**config.mk**
```make
export PLATFORM = sky130hd
export DESIGN_NAME = zx_timebase
export DESIGN_NICKNAME = d
export VERILOG_FILES = /design/src/rtl/zx_timebase.sv
export SDC_FILE = /design/constraint.sdc
export NUM_CORES = 1
export LEC_CHECK = 0
export ABC_CLOCK_PERIOD_IN_PS = 5400
export BUFFER_PORTS_ARGS = -buffer_cell sky130_fd_sc_hd__buf_2
export CORE_MARGIN = 4
export CORE_UTILIZATION = 40
export CTS_CLUSTER_DIAMETER = 50
export DETAILED_ROUTE_END_ITERATION = 8
export PLACE_DENSITY = 0.68
export SLEW_MARGIN = 20
export SYNTH_ARGS = -nofsm -noshare
export SYNTH_HDL_FRONTEND = slang
export SYNTH_SLANG_ARGS = --single-unit
```
**constraint.sdc**
```tcl
create_clock -name clk -period 5.4 [get_ports clk]
set_input_delay 0.54 -clock clk [delete_from_list [all_inputs] [get_ports clk]]
set_output_delay 0.54 -clock clk [all_outputs]
set_load 0.05 [all_outputs]
```
**src/rtl/zx_timebase.sv**
```systemverilog
// Mains zero-crossing front end: synchronizes and debounces zx_in, qualifies half-cycle
// edges, measures the half-period and spreads 2^TICK_LOG2 phase ticks over each half-cycle.
module zx_timebase #(
  parameter int SYNC_STAGES = 2,
  parameter int DEBOUNCE    = 64,
  parameter int PER_W       = 20,
  parameter int MIN_PERIOD  = 350000,
  parameter int MAX_PERIOD  = 600000,
  parameter int TICK_LOG2   = 10,
  parameter int LOCK_COUNT  = 4
) (
  input  logic             clk,
  input  logic             rst_n,
  input  logic             zx_in,
  output logic             zxing,
  output logic             enable,
  output logic [PER_W-1:0] period,
  output logic             locked,
  output logic             polarity
);

  localparam int DB_W = $clog2(DEBOUNCE + 1);
  localparam int VC_W = $clog2(LOCK_COUNT + 1);
  localparam logic [DB_W-1:0]    DB_MAX   = DB_W'(DEBOUNCE);
  localparam logic [PER_W-1:0]   MIN_P    = PER_W'(MIN_PERIOD);
  localparam logic [PER_W-1:0]   MAX_P    = PER_W'(MAX_PERIOD);
  localparam logic [VC_W-1:0]    VC_MAX   = VC_W'(LOCK_COUNT);
  localparam logic [TICK_LOG2:0] TICK_MAX = {1'b1, {TICK_LOG2{1'b0}}};

  typedef enum logic [1:0] {ST_ACQUIRE, ST_MEASURE, ST_LOCKED} state_t;

  logic [SYNC_STAGES-1:0] r_sync;
  logic [DB_W-1:0]        r_db_cnt;
  logic                   r_polarity;
  logic                   r_pol_d;
  logic [PER_W-1:0]       r_half;
  logic [PER_W-1:0]       r_period;
  logic [PER_W-1:0]       r_tick;
  logic [TICK_LOG2:0]     r_tally;
  logic [VC_W-1:0]        r_valid;
  state_t                 r_state;
  logic                   r_zxing;
  logic                   r_enable;
  logic                   r_locked;

  logic                   w_sync;
  logic                   w_cand;
  logic                   w_timeout;
  logic                   w_first;
  logic                   w_accept;
  logic [PER_W-1:0]       w_shifted;
  logic [PER_W-1:0]       w_interval;
  logic [PER_W-1:0]       w_tick_inc;
  logic [VC_W-1:0]        w_valid_inc;

  assign w_sync      = r_sync[SYNC_STAGES-1];
  assign w_cand      = r_polarity ^ r_pol_d;
  // half_cnt saturates at MAX_P, so the upper bound of the window is implicit
  assign w_timeout   = (r_half == MAX_P);
  assign w_first     = w_cand && ((r_state == ST_ACQUIRE) || w_timeout);
  assign w_accept    = w_first || (w_cand && (r_half >= MIN_P));
  assign w_shifted   = r_period >> TICK_LOG2;
  assign w_interval  = (w_shifted == '0) ? PER_W'(1) : w_shifted;
  assign w_tick_inc  = r_tick + 1'b1;
  assign w_valid_inc = (r_valid == VC_MAX) ? r_valid : r_valid + 1'b1;

  always_ff @(posedge clk or negedge rst_n) begin
    if (!rst_n) begin
      r_sync     <= '0;
      r_db_cnt   <= '0;
      r_polarity <= 1'b0;
      r_pol_d    <= 1'b0;
    end else begin
      // NOTE: non-blocking assignments let every flop sample pre-edge values, so the chain shifts one stage per clock.
      r_sync  <= {r_sync[SYNC_STAGES-2:0], zx_in};
      r_pol_d <= r_polarity;
      if (w_sync == r_polarity) begin
        r_db_cnt <= '0;
      end else if (r_db_cnt == DB_MAX) begin
        r_polarity <= ~r_polarity;
        r_db_cnt   <= '0;
      end else begin
        r_db_cnt <= r_db_cnt + 1'b1;
      end
    end
  end

  always_ff @(posedge clk or negedge rst_n) begin
    if (!rst_n) begin
      r_state  <= ST_ACQUIRE;
      r_half   <= '0;
      r_period <= '0;
      r_valid  <= '0;
      r_tick   <= '0;
      r_tally  <= '0;
      r_zxing  <= 1'b0;
      r_enable <= 1'b0;
      r_locked <= 1'b0;
    end else begin
      r_zxing  <= w_accept;
      r_enable <= 1'b0;

      if (w_accept) begin
        r_half <= PER_W'(1);
      end else if (!w_timeout) begin
        r_half <= r_half + 1'b1;
      end

      // A timeout coinciding with an edge restarts acquisition from that edge
      if (w_first) begin
        r_state  <= ST_MEASURE;
        r_valid  <= '0;
        r_locked <= 1'b0;
      end else if (w_timeout) begin
        r_state  <= ST_ACQUIRE;
        r_valid  <= '0;
        r_locked <= 1'b0;
      end else if (w_accept) begin
        r_period <= r_half;
        r_valid  <= w_valid_inc;
        if (w_valid_inc == VC_MAX) begin
          r_state  <= ST_LOCKED;
          r_locked <= 1'b1;
        end
      end

      if (w_accept) begin
        r_tick  <= '0;
        r_tally <= '0;
      end else if ((r_state == ST_LOCKED) && !w_timeout) begin
        if (w_tick_inc >= w_interval) begin
          r_tick <= '0;
          if (r_tally != TICK_MAX) begin
            r_enable <= 1'b1;
            r_tally  <= r_tally + 1'b1;
          end
        end else begin
          r_tick <= w_tick_inc;
        end
      end
    end
  end

  assign zxing    = r_zxing;
  assign enable   = r_enable;
  assign period   = r_period;
  assign locked   = r_locked;
  assign polarity = r_polarity;

endmodule

```
# Word-level counts from Yosys, hierarchy flattened
# Cells that the tools add are included.
# op_classes
add_sub_neg	5
n_mul	0
div	0
order_cmp	2
n_eq_ne	8
shift	0
mux	28
n_bitwise	5
reduce_logical	17
# ops
op	n
20-bit 2-to-1 mux	5
11-bit 2-to-1 mux	4
20-bit by 1-bit adder with 20-bit output, second input constant	2
20-bit equality test, second input constant	1
20-bit by 10-bit >= comparator with 1-bit output	1
20-bit by 19-bit >= comparator with 1-bit output, second input constant	1
20-bit logical NOT	1
7-bit 2-to-1 mux	2
3-bit 2-to-1 mux	4
11-bit by 1-bit adder with 11-bit output, second input constant	1
11-bit inequality test, second input constant	1
10-bit 2-to-1 mux	1
1-bit 2-to-1 mux	8
2-bit 2-to-1 mux	4
7-bit by 1-bit adder with 7-bit output, second input constant	1
7-bit equality test, second input constant	1
3-bit equality test, second input constant	2
3-bit AND reduction	2
2-bit nonzero test	3
3-bit nonzero test	2
1-bit inverter	4
2-bit AND reduction	2
3-bit by 1-bit adder with 3-bit output, second input constant	1
1-bit logical AND	3
7 further kinds	8
# word_totals
register_bits	90
latchBits	0
mem_bits_rw	0
rom_bits	0
input_bits	3
output_inout_bits	24
word_cells	78
mem_count	0

# Logic depth before layout (Yosys ltp)
# Gate-level depths: netlist of the first run.
# depth
ltp_word	7
mapped_depth	14
mapped_depth_nobuf	12

# Least setup slack after synthesis of the first run
# Ideal clock, no wire load.
# synth_path
path_kind	register to register
startpoint	register r_period[16], in the netlist period[16]
endpoint	register r_tally[4]
setup_time_ns	0.119
arrival_ns	2.982
slack_ns	2.299
stages_incl_launch_ff	13
n_path_buf	2
path_cell_list	dfrtp_1 -> nor4_1 -> a41o_1 -> ha_1 -> nand2b_1 -> a21o_1 -> a211o_1 -> a221o_1 -> nor4_2 -> buf_4 -> buf_6 -> nor4_1 -> o21a_1
# synth_via
elab_chain_len	5
# synth_lines
item	line	source
from (decl)	37	logic [PER_W-1:0] r_period;
from (signal assigned)	119	r_period <= r_half;
20-bit logical NOT	63	assign w_interval = (w_shifted == '0) ? PER_W'(1) : w_shifted;
10-bit 2-to-1 mux (*)	63	
20-bit by 10-bit >= comparator with 1-bit output (*)	131	if (w_tick_inc >= w_interval) begin
2-bit nonzero test (no line) (*)	--	
3-bit AND reduction (no line) (*)	--	
to (signal assigned)	135	r_tally <= r_tally + 1'b1;
to (decl)	39	logic [TICK_LOG2:0] r_tally;
# Every way passes the cells marked *; elsewhere a longest branch is shown, timed or not.
# A chain may end at the register's enable or synchronous reset.

# Worst setup path in the final report of the first run
# layout_path
startpoint	register r_tick[0]
endpoint	register r_tally[4]
# layout_via
elab_chain_len	4
# layout_lines
item	line	source
from (decl)	38	logic [PER_W-1:0] r_tick;
from (signal assigned)	138	r_tick <= w_tick_inc;
20-bit by 1-bit adder with 20-bit output	64	assign w_tick_inc = r_tick + 1'b1;
20-bit by 10-bit >= comparator with 1-bit output	131	
2-bit nonzero test (no line)	--	
3-bit AND reduction (no line)	--	
# Every way passes these cells.

==> out/results.ini, run 1 <==
[worst_setup_path]
timing.critical_path.arrival_ns=3.50
reg2reg_from=r_tick[0]$_DFFE_PN0P_
crit_family=simple AND/OR/NAND/NOR gates
slowest_stage=dfrtp_1
cp.buffers_inverters=1
cp_cell_sequence=ha_1 -> nand4_2 -> nor2_1 -> xor2_1 -> ha_1 -> nand4_1 -> nor3_1 -> a221o_1 -> nor4_4 -> buf_4 -> nor4_1 -> o21a_1
cp.required_ns=5.63
start_kind=flip-flop
critPathMaxFanout=30
slowest_delay_ns=0.47
startpoint=r_tick[0]$_DFFE_PN0P_
crit_top_cell=ha_1
cp-end-kind=flip-flop
worst-setup-path-type=reg2reg

[min_path]
hold_class=in2async

[cells_and_area]
n_antenna_cell=0
drive_above_1_share=0.128
area_delta_synth_final_pct=11.9
nets=517
fillers=1045
final_cell_area_mm2=0.00518

[sta]
finalMaxSlewViolations=0
skew_ns=0.00895
slew_headroom=0.482
worstMarginPinSlew_ns=0.777
finalSetupViolCount=0
post-route-period-util=0.604
rsz0062_at_grt=no
finalHoldViolCount=0
final.min_clock_period_ns=3.26
tns_ns=0
fmax_mhz=306

[power_and_ir_drop]
powerDensity_mw_per_mm2=255
ir_worst_vdd_mv=0.233
power_leakage_uw=0.00245

[clock_network]
cts_tree=built
ctsResizeCount=0
numCtsBuffers=9
post_cts_buffers=0
cts-root-buf=clkbuf_16
cts.clk_slew.worst_paths_ns=0.06
clk_latency_ns=0.34
ctsHoldBuffers=0
clkSinkCount=89
clk_path_buf_depth=2
ctsHtreeMaxLevel=3

[place]
io_buffers=26
gp_congestion=0.826
place_area_mm2=0.00487
dp_hpwl_um=6770

[routing]
top_layer=met4
drt_iter0_drc=259
m1WireLength_um=4590
viasPerCell=5.46
vias=3506
wl_per_cell_um=15.2
drtPass1Iterations=5
ant_nets=0
drt_wl_total_um=9750
wl_met2_um=4540
met3_length_um=497
drc_errors=0

[synth]
synth_nets=495
synth_top_cell_area_share=0.481
syn-instance-count=473
ys_ff_latch=89
synth_top_flop_cell=dfrtp_1
async_flop_share=1.00
yosys-top-cells-area=dfrtp_1 48%, ha_1 5.1%, nand2_1 4.4%
synth_cell_types=54
synthesis.area_mm2=0.00463
yosysWarnings=0
synth_area_leader_cell=dfrtp_1
synthTopCellsByCount=89 x dfrtp_1, 54 x nand2_1, 35 x nor2_1, 26 x nand3_1
yosysMostFrequentCell=dfrtp_1
avgSynthCellArea_um2=9.79
synth-seq-area-share=0.481
synth_edf_count=0

[floorplanning]
die_w_um=116
rows=39
ios=27
fp.dieH_um=116
initial_utilization=0.407
core_area_mm2=0.0114
die-area_mm2=0.0134

[run_status]
status=completed

[global_routing]
grt_pass1_vias=3457
overflow=0
grt_pass1_wl_um=16500
antenna_found_initial=0
grt_max_degree=47
grtUsageTotal=0.155

[flow_run]
max_cap_violations=0

-- placed cells by master (no fill, tap or decap), types with 6 or more instances in the layout --
master     instances
nor2_1            35
xor2_1            23
nor4_1             7
or4_1              7
and3_1             8
buf_2             25
nand3_1           26
inv_1             23
o21ai_0           15
nand2_1           54
nor3_1             9
ha_1              19
clkbuf_16          9
xnor2_1           10
a21oi_1           20
dfrtp_1           89
or3_1              6
nand4_1           19
and2_1            12
mux2_2            12
-- path summary, 6_finish.rpt --
kind | endpoint | slack [ns] | cells after the start
min in group clk | r_sync[0]$_DFF_PN0_ | 0.30 | 1
worst min register to register | r_sync[1]$_DFF_PN0_ | 0.36 | 0
worst min-delay path | r_tick[13]$_DFFE_PN0P_ | 0.19 | 1
worst max-delay path | r_tally[4]$_DFFE_PN0P_ | 2.14 | 12
worst max register to register | r_tally[4]$_DFFE_PN0P_ | 2.14 | 12
max in group asynchronous | period[4]$_DFFE_PN0P_ | 4.23 | 2
-- state kept, by name, indices dropped and copies added, names as in the netlist --
signal,cells
r_db_cnt,7
r_pol_d,1
r_valid,3
period,20
r_state,2
r_tally,11
enable,1
r_sync,2
r_half,20
r_tick,20
polarity,1
zxing,1
-- cell type report --
cell class / count / area (um2) / area share
clock inverter: 2 / 37.5 / 0.00725
timing repair buffer: 29 / 155 / 0.0300
inverter: 24 / 90.1 / 0.0174
clock buffer: 13 / 260 / 0.0503
multi-input combinational: 342 / 2230 / 0.431
tap: 143 / 179 / 0.0345
sequential: 89 / 2230 / 0.430
-- kinds of logic after synthesis --
family	after synthesis	synth area share
DFF	89	0.481
adders and majority gates	19	0.0514
buffers and inverters	42	0.0408
muxes	15	0.0357
and+or+nand+nor	206	0.233
AOI/OAI and AO/OA	69	0.0954
xor gates and xnor gates	33	0.0624
-- report_power, final --
part	leakage, uW	internal [uW]	switching (uW)
combinational	0.00109	3.72	15.5
clock	0.000142	381	245
sequential	0.00122	669	2.73
total	0.00245	1050	264
-- metal layers --
metal	vias up	GRT usage
li1	1726	-
met1	1695	0.211
met5	-	0
met2	74	0.242
met4	0	0.0477
met3	11	0.0407
-- metrics by stage --
| step | worst slack [ns] | cells | util | total power [uW] | hold WS [ns] |
|---|---|---|---|---|---|
| 2_1_floorplan | 2.30 | 473 | - | 688 | 0.244 |
| 3_3_place_gp | 2.21 | 627 | 0.429 | 704 | 0.373 |
| 3_5_place_dp | 2.12 | 627 | 0.429 | 705 | 0.360 |
| 4_1_cts | 2.12 | 642 | 0.455 | 1330 | 0.214 |
| 5_1_grt | 1.72 | 642 | 0.455 | 1360 | 0.233 |
| 6_report | 2.14 | 642 | 0.455 | 1320 | 0.192 |
Power figures use the tool's default switching activity.
==> run 2, diff against run 1 <==
--- a/config.mk
+++ b/config.mk
@@ -5,7 +5,7 @@
 export SDC_FILE = /design/constraint.sdc
 export NUM_CORES = 1
 export LEC_CHECK = 0
-export ABC_CLOCK_PERIOD_IN_PS = 5400
+export ABC_CLOCK_PERIOD_IN_PS = 3020
 export BUFFER_PORTS_ARGS = -buffer_cell sky130_fd_sc_hd__buf_2
 export CORE_MARGIN = 4
 export CORE_UTILIZATION = 40
==> constraint.sdc (replaced) <==
create_clock -name clk -period 3.02 [get_ports clk]
set_input_delay 0.302 -clock clk [delete_from_list [all_inputs] [get_ports clk]]
set_output_delay 0.302 -clock clk [all_outputs]
set_load 0.05 [all_outputs]
==> run 2 against run 1 <==
  * The run now ends with negative hold slack, negative setup slack left
  * Largest power group is now clock
  * Clock power rose by 93%
  * Count of clock-buffer cells in the layout fell by 4
  * Flip-flop and latch count did not move
  * Sequential power rose by 79%
  * Largest cell class unchanged
  * Via count rose by 5.7%
==> out/results.ini, run 2 (same netlist as run 1, synthesis figures left out) <==
[run_status]
status=complete, but fails checks  ; was completed
violations=negative hold slack, negative setup slack

[worst_setup_path]
r2r_slack_ns=-0.03  ; was 2.14 ns
startpoint=r_tick[4]$_DFFE_PN0P_  ; was r_tick[0]$_DFFE_PN0P_
crit_top_cell=buf_4  ; was ha_1
worst-setup-path-type=reg2reg  ; unchanged
slowest_delay_ns=0.54  ; was 0.47 ns
cp.required_ns=3.29  ; was 5.63 ns
critPathMaxFanout=15  ; was 30
timing.critical_path.arrival_ns=3.33  ; was 3.50 ns
cp-end-kind=flip-flop  ; unchanged
crit_family=simple AND/OR/NAND/NOR gates  ; unchanged
start_kind=flip-flop  ; unchanged
cp.buffers_inverters=3  ; was 1
cp_cell_sequence=buf_4 -> and4_2 -> and2_1 -> nand2_1 -> xnor2_2 -> ha_1 -> nand4_1 -> nor3_2 -> a221o_1 -> nor4_4 -> buf_4 -> buf_12 -> or4_1 -> a21oi_2  ; was ha_1 -> nand4_2 -> nor2_1 -> xor2_1 -> ha_1 -> nand4_1 -> nor3_1 -> a221o_1 -> nor4_4 -> buf_4 -> nor4_1 -> o21a_1
reg2reg_from=r_tick[4]$_DFFE_PN0P_  ; was r_tick[0]$_DFFE_PN0P_
slowest_stage=or4_1  ; was dfrtp_1

[floorplanning]
rows=39  ; unchanged
die_w_um=116  ; unchanged
ios=27  ; unchanged
die-area_mm2=0.0134  ; unchanged
fp.dieH_um=116  ; unchanged
initial_utilization=0.407  ; unchanged
core_area_mm2=0.0114  ; unchanged

[routing]
viasPerCell=5.52  ; was 5.46
ant_nets=0  ; unchanged
drt_wl_total_um=10500  ; was 9750 um
drtPass1Iterations=5  ; unchanged
wl_per_cell_um=15.7  ; was 15.2 um
drt_iter0_drc=262  ; was 259
vias=3706  ; was 3506
drc_errors=0  ; unchanged

[place]
place_area_mm2=0.00501  ; was 0.00487 mm2
dp_hpwl_um=7210  ; was 6770 um
io_buffers=26  ; unchanged
gp_congestion=0.873  ; was 0.826

[power_and_ir_drop]
power_leakage_uw=0.00263  ; was 0.00245 uW
p_comb_frac=0.014  ; was 0.015
p_sw_uw=506  ; was 264 uW
power_switching_share=0.207  ; was 0.200
p_total_uw=2440  ; was 1320 uW
p_int_uw=1940  ; was 1050 uW
seqPwrFrac=0.492  ; was 0.510
ir_worst_vdd_mv=0.526  ; was 0.233 mV
clkPwrFrac=0.494  ; was 0.476
powerDensity_mw_per_mm2=440  ; was 255 mW/mm2

[global_routing]
antenna_found_initial=0  ; unchanged
grt_pass1_vias=3642  ; was 3457
overflow=0  ; unchanged
grt_pass1_wl_um=17500  ; was 16500 um
grtUsageTotal=0.164  ; was 0.155
grt_max_degree=55  ; was 47

[clock_network]
numCtsBuffers=9  ; unchanged
ctsHtreeMaxLevel=3  ; unchanged
clk_path_buf_depth=2  ; unchanged
cts_tree=built  ; unchanged
cts-root-buf=clkbuf_16  ; unchanged
ctsHoldBuffers=0  ; unchanged
clk_latency_ns=0.34  ; about the same
cts.clk_slew.worst_paths_ns=0.07  ; was 0.06 ns
clkSinkCount=89  ; unchanged

[sta]
slew_headroom=0.539  ; was 0.482
skew_ns=0.00684  ; was 0.00895 ns
rsz0062_at_grt=yes  ; was no
finalHoldWorstSlack_ns=-0.000194  ; was 0.192 ns
layout_setup_ws_ns=-0.0330  ; was 2.14 ns
final.min_clock_period_ns=3.05  ; was 3.26 ns
finalMaxSlewViolations=0  ; unchanged
post-route-period-util=1.01  ; was 0.604
worstMarginPinSlew_ns=0.691  ; was 0.777 ns
finalSetupViolCount=2  ; was 0
finalHoldViolCount=1  ; was 0
fmax_mhz=328  ; was 306 MHz

[cells_and_area]
layout_common_cells=80 x dfrtp_1, 53 x nand2_1, 33 x nor2_1  ; was 89 x dfrtp_1, 54 x nand2_1, 35 x nor2_1
final_common_cell=dfrtp_1  ; unchanged
final_cell_area_mm2=0.00556  ; was 0.00518 mm2
drive_above_1_share=0.227  ; was 0.128
fillers=999  ; was 1045
nets=545  ; was 517
n_antenna_cell=0  ; unchanged
area_delta_synth_final_pct=20.0  ; was 11.9%

[min_path]
hold_class=in2async  ; unchanged

[flow_run]
max_cap_violations=0  ; unchanged

==> run 2: stage by stage <==
| step | cells | worst slack [ns] | TNS (ns) | util | hold WS, ns |
|---|---|---|---|---|---|
| after global routing | 671 | -0.140 | -1.88 | 0.489 | 0.0457 |
| after CTS | 661 | 0.0454 | 0 | 0.472 | 0.0232 |
| after detailed placement | 643 | -0.232 | -1.14 | 0.441 | 0.341 |
| after global placement | 643 | 0.0362 | 0 | 0.441 | 0.339 |
| final | 671 | -0.0330 | -0.0368 | 0.489 | -0.000194 |
| after floorplan | 473 | 0.00133 | 0 | - | 0.00641 |
==> run 2: layout make-up <==
| type | instances | area, um2 | share of cell area |
|---|---|---|---|
| Clock inverter | 7 | 101 | 0.0182 |
| Timing Repair Buffer | 57 | 399 | 0.0718 |
| Tap cell | 143 | 179 | 0.0322 |
| Multi-Input combinational cell | 342 | 2320 | 0.418 |
| Inverter | 24 | 91.3 | 0.0164 |
| Clock buffer | 9 | 225 | 0.0405 |
| Sequential cell | 89 | 2240 | 0.403 |
==> run 2: power groups by stage <==
stage,Combinational (uW),Sequential (uW),Clock [uW]
final,35.1,1200,1210
after global routing,42.4,1200,1300
after CTS,37.6,1200,1240
after detailed placement,37.3,1220,0
after global placement,36.2,1220,0
after floorplan,7.90,1220,0
==> run 2: metal layers <==
| metal | wire length (um) | part of all wire | global-route usage |
|---|---|---|---|
| met3 | 443 | 0.042 | 0.0413 |
| met2 | 5080 | 0.48 | 0.269 |
| met4 | 170 | 0.016 | 0.0524 |
| met5 | 0 | 0 | 0 |
| met1 | 4850 | 0.46 | 0.215 |
==> run 2: path summary, 6_finish.rpt <==
path / to / cells after the start
max: r_tally[10]$_DFFE_PN0P_ / 14
min: r_tick[15]$_DFFE_PN0P_ / 1
max reg2reg: r_tally[10]$_DFFE_PN0P_ / 14
min reg2reg: r_sync[1]$_DFF_PN0_ / 0
max in group asynchronous: r_half[2]$_DFFE_PN0P_ / 2
min in group clk: r_sync[0]$_DFF_PN0_ / 1
==> run 2: timing repair <==
item	CTS	global route
gates cloned	0	2
hold endpoints to repair	0	0
buffers inserted	2	8
pin swaps	0	8
endpoints found under the setup margin	21	41
gates resized for setup	4	21
==> run 3, diff against run 2 <==
--- a/config.mk
+++ b/config.mk
@@ -6,7 +6,7 @@
 export NUM_CORES = 1
 export LEC_CHECK = 0
 export ABC_CLOCK_PERIOD_IN_PS = 3020
-export BUFFER_PORTS_ARGS = -buffer_cell sky130_fd_sc_hd__buf_2
+export BUFFER_PORTS_ARGS = -buffer_cell sky130_fd_sc_hd__buf_4
 export CORE_MARGIN = 4
 export CORE_UTILIZATION = 40
 export CTS_CLUSTER_DIAMETER = 50
==> run 3 against run 2 <==
  * The flow now finishes without violations
  * Count of clock-buffer cells in the layout grew 4
  * Flip-flop and latch count unchanged
  * First-iteration DRC count shrank 13%
  * Utilization shrank 1.1 points
  * Combinational power up 5%
  * Non-clock buffer count shrank 10
  * Fmax is 4.6% higher
  * Design area is 2.3% lower
  * Clock power is 14% lower
  * Critical path type unchanged
  * Wire length is 3.9% lower
  * Sequential share of layout area grew 1.0 points
==> out/results.ini, run 3 (same netlist as run 1, synthesis figures left out) <==
[run_status]
status=completed  ; was complete, but fails checks

[cells_and_area]
n_antenna_cell=0  ; unchanged
nets=535  ; was 545
area_delta_synth_final_pct=17.3  ; was 20.0%
drive_above_1_share=0.201  ; was 0.227
final_common_cell=dfrtp_1  ; unchanged
layout_common_cells=77 x dfrtp_1, 54 x nand2_1, 45 x buf_4  ; was 80 x dfrtp_1, 53 x nand2_1, 33 x nor2_1
fillers=1035  ; was 999

[worst_setup_path]
cp_cell_sequence=ha_2 -> nand4_2 -> nor2_2 -> xor2_2 -> ha_1 -> nand2_1 -> o21ai_0 -> a21oi_1 -> nor2b_2 -> nor4_4 -> buf_12 -> or4_1 -> a21oi_1  ; was buf_4 -> and4_2 -> and2_1 -> nand2_1 -> xnor2_2 -> ha_1 -> nand4_1 -> nor3_2 -> a221o_1 -> nor4_4 -> buf_4 -> buf_12 -> or4_1 -> a21oi_2
start_kind=flip-flop  ; unchanged
critPathMaxFanout=30  ; was 15
slowest_delay_ns=0.50  ; was 0.54 ns
crit_family=simple AND/OR/NAND/NOR gates  ; unchanged
slowest_stage=or4_1  ; unchanged
timing.critical_path.arrival_ns=3.18  ; was 3.33 ns
cp.buffers_inverters=1  ; was 3
cp-end-kind=flip-flop  ; unchanged
cp.required_ns=3.28  ; was 3.29 ns
worst-setup-path-type=reg2reg  ; unchanged
crit_top_cell=a21oi_1  ; was buf_4

[place]
io_buffers=26  ; unchanged
gp_congestion=0.886  ; was 0.873
dp_hpwl_um=7210  ; about the same
dp_worst_setup_slack_ns=0.0546  ; was -0.232 ns

[min_path]
hold_class=in2reg  ; was in2async

[global_routing]
grt_pass1_vias=3567  ; was 3642
overflow=0  ; unchanged
grt_pass1_wl_um=17100  ; was 17500 um
antenna_found_initial=0  ; unchanged
grt_max_degree=41  ; was 55
grtUsageTotal=0.159  ; was 0.164

[flow_run]
max_cap_violations=0  ; unchanged

[power_and_ir_drop]
power_leakage_uw=0.00253  ; was 0.00263 uW
ir_worst_vdd_mv=0.408  ; was 0.526 mV
powerDensity_mw_per_mm2=419  ; was 440 mW/mm2
p_total_uw=2280  ; was 2440 uW

[routing]
drt_iter0_drc=229  ; was 262
drc_errors=0  ; unchanged
drtPass1Iterations=4  ; was 5
viasPerCell=5.46  ; was 5.52
ant_nets=0  ; unchanged
wl_per_cell_um=15.3  ; was 15.7 um
drt_wl_total_um=10100  ; was 10500 um
vias=3606  ; was 3706

[sta]
finalHoldViolCount=0  ; was 1
finalSetupViolCount=0  ; was 2
rsz0062_at_grt=yes  ; unchanged
slew_headroom=0.615  ; was 0.539
post-route-period-util=0.966  ; was 1.01
finalMaxSlewViolations=0  ; unchanged
fmax_mhz=343  ; was 328 MHz
worstMarginPinSlew_ns=0.575  ; was 0.691 ns
final.min_clock_period_ns=2.92  ; was 3.05 ns
skew_ns=0.00953  ; was 0.00684 ns
layout_setup_ws_ns=0.102  ; was -0.0330 ns

[floorplanning]
die-area_mm2=0.0134  ; unchanged
core_area_mm2=0.0114  ; unchanged
ios=27  ; unchanged
initial_utilization=0.407  ; unchanged
die_w_um=116  ; unchanged
rows=39  ; unchanged
fp.dieH_um=116  ; unchanged

[clock_network]
ctsHtreeMaxLevel=3  ; unchanged
clk_path_buf_depth=2  ; unchanged
cts-root-buf=clkbuf_16  ; unchanged
clkSinkCount=89  ; unchanged
clk_latency_ns=0.34  ; about the same
numCtsBuffers=9  ; unchanged
cts_tree=built  ; unchanged
cts.clk_slew.worst_paths_ns=0.06  ; was 0.07 ns

==> run 3: cell types whose count changed in the layout (fill, tap and decap cells not counted), sizes merged <==
cell         previous run  this run
inv                    26        24
clkinvlp                2         0
bufinv                  2         0
buf                    56        46
clkinv                  1         3
clkbuf                 10        13
dlygate4sd3             0         1
==> run 3: layout make-up <==
class / instances / area, um2 / share of cell area
multi-input cells: 342 / 2280 / 0.419
clock inverters: 3 / 15.0 / 0.00276
repair buffers: 47 / 368 / 0.0677
well taps: 143 / 179 / 0.0329
clock buffers: 13 / 260 / 0.0479
flip-flops and latches: 89 / 2240 / 0.413
inverters: 24 / 90.1 / 0.0166
==> run 3: power by group <==
| part | leakage [uW] | internal (uW) | switching [uW] |
|---|---|---|---|
| sequential | 0.00120 | 1200 | 4.59 |
| combinational | 0.00119 | 8.76 | 28.2 |
| clock | 0.000139 | 599 | 441 |
| total | 0.00253 | 1800 | 473 |
==> run 3: through the flow <==
stage	std cells	TNS, ns	util	area, um2	hold slack (ns)
final	661	0	0.478	5430	0.0670
after floorplan	473	0	-	4640	0.00641
after global routing	661	-0.240	0.478	5430	0.0570
after CTS	660	0	0.472	5360	0.0623
after detailed placement	643	0	0.447	5080	0.314
after global placement	643	0	0.447	5080	0.298
==> run 3: per-layer routing <==
layer,track usage,share of wire
met1,0.218,0.48
met2,0.250,0.47
met3,0.0418,0.033
met4,0.0485,0.013
met5,0,0
==> run 3: what timing repair did <==
action	CTS	global route
hold buffers	1	0
endpoints found under the hold margin	38	0
buffers inserted	0	1
gates resized for setup	0	17
endpoints found under the setup margin	0	21
==> run 3: final timing paths <==
check / start / to / slack (ns) / depth (start not counted)
max in group asynchronous: rst_n / period[1]$_DFFE_PN0P_ / 1.78 / 3
setup reg to reg: r_tick[0]$_DFFE_PN0P_ / r_tally[7]$_DFFE_PN0P_ / 0.10 / 13
hold / removal: zx_in / r_sync[0]$_DFF_PN0_ / 0.07 / 1
setup / recovery: r_tick[0]$_DFFE_PN0P_ / r_tally[7]$_DFFE_PN0P_ / 0.10 / 13
min in group asynchronous: rst_n / r_tick[15]$_DFFE_PN0P_ / 0.47 / 2
hold reg to reg: r_sync[0]$_DFF_PN0_ / r_sync[1]$_DFF_PN0_ / 0.36 / 0
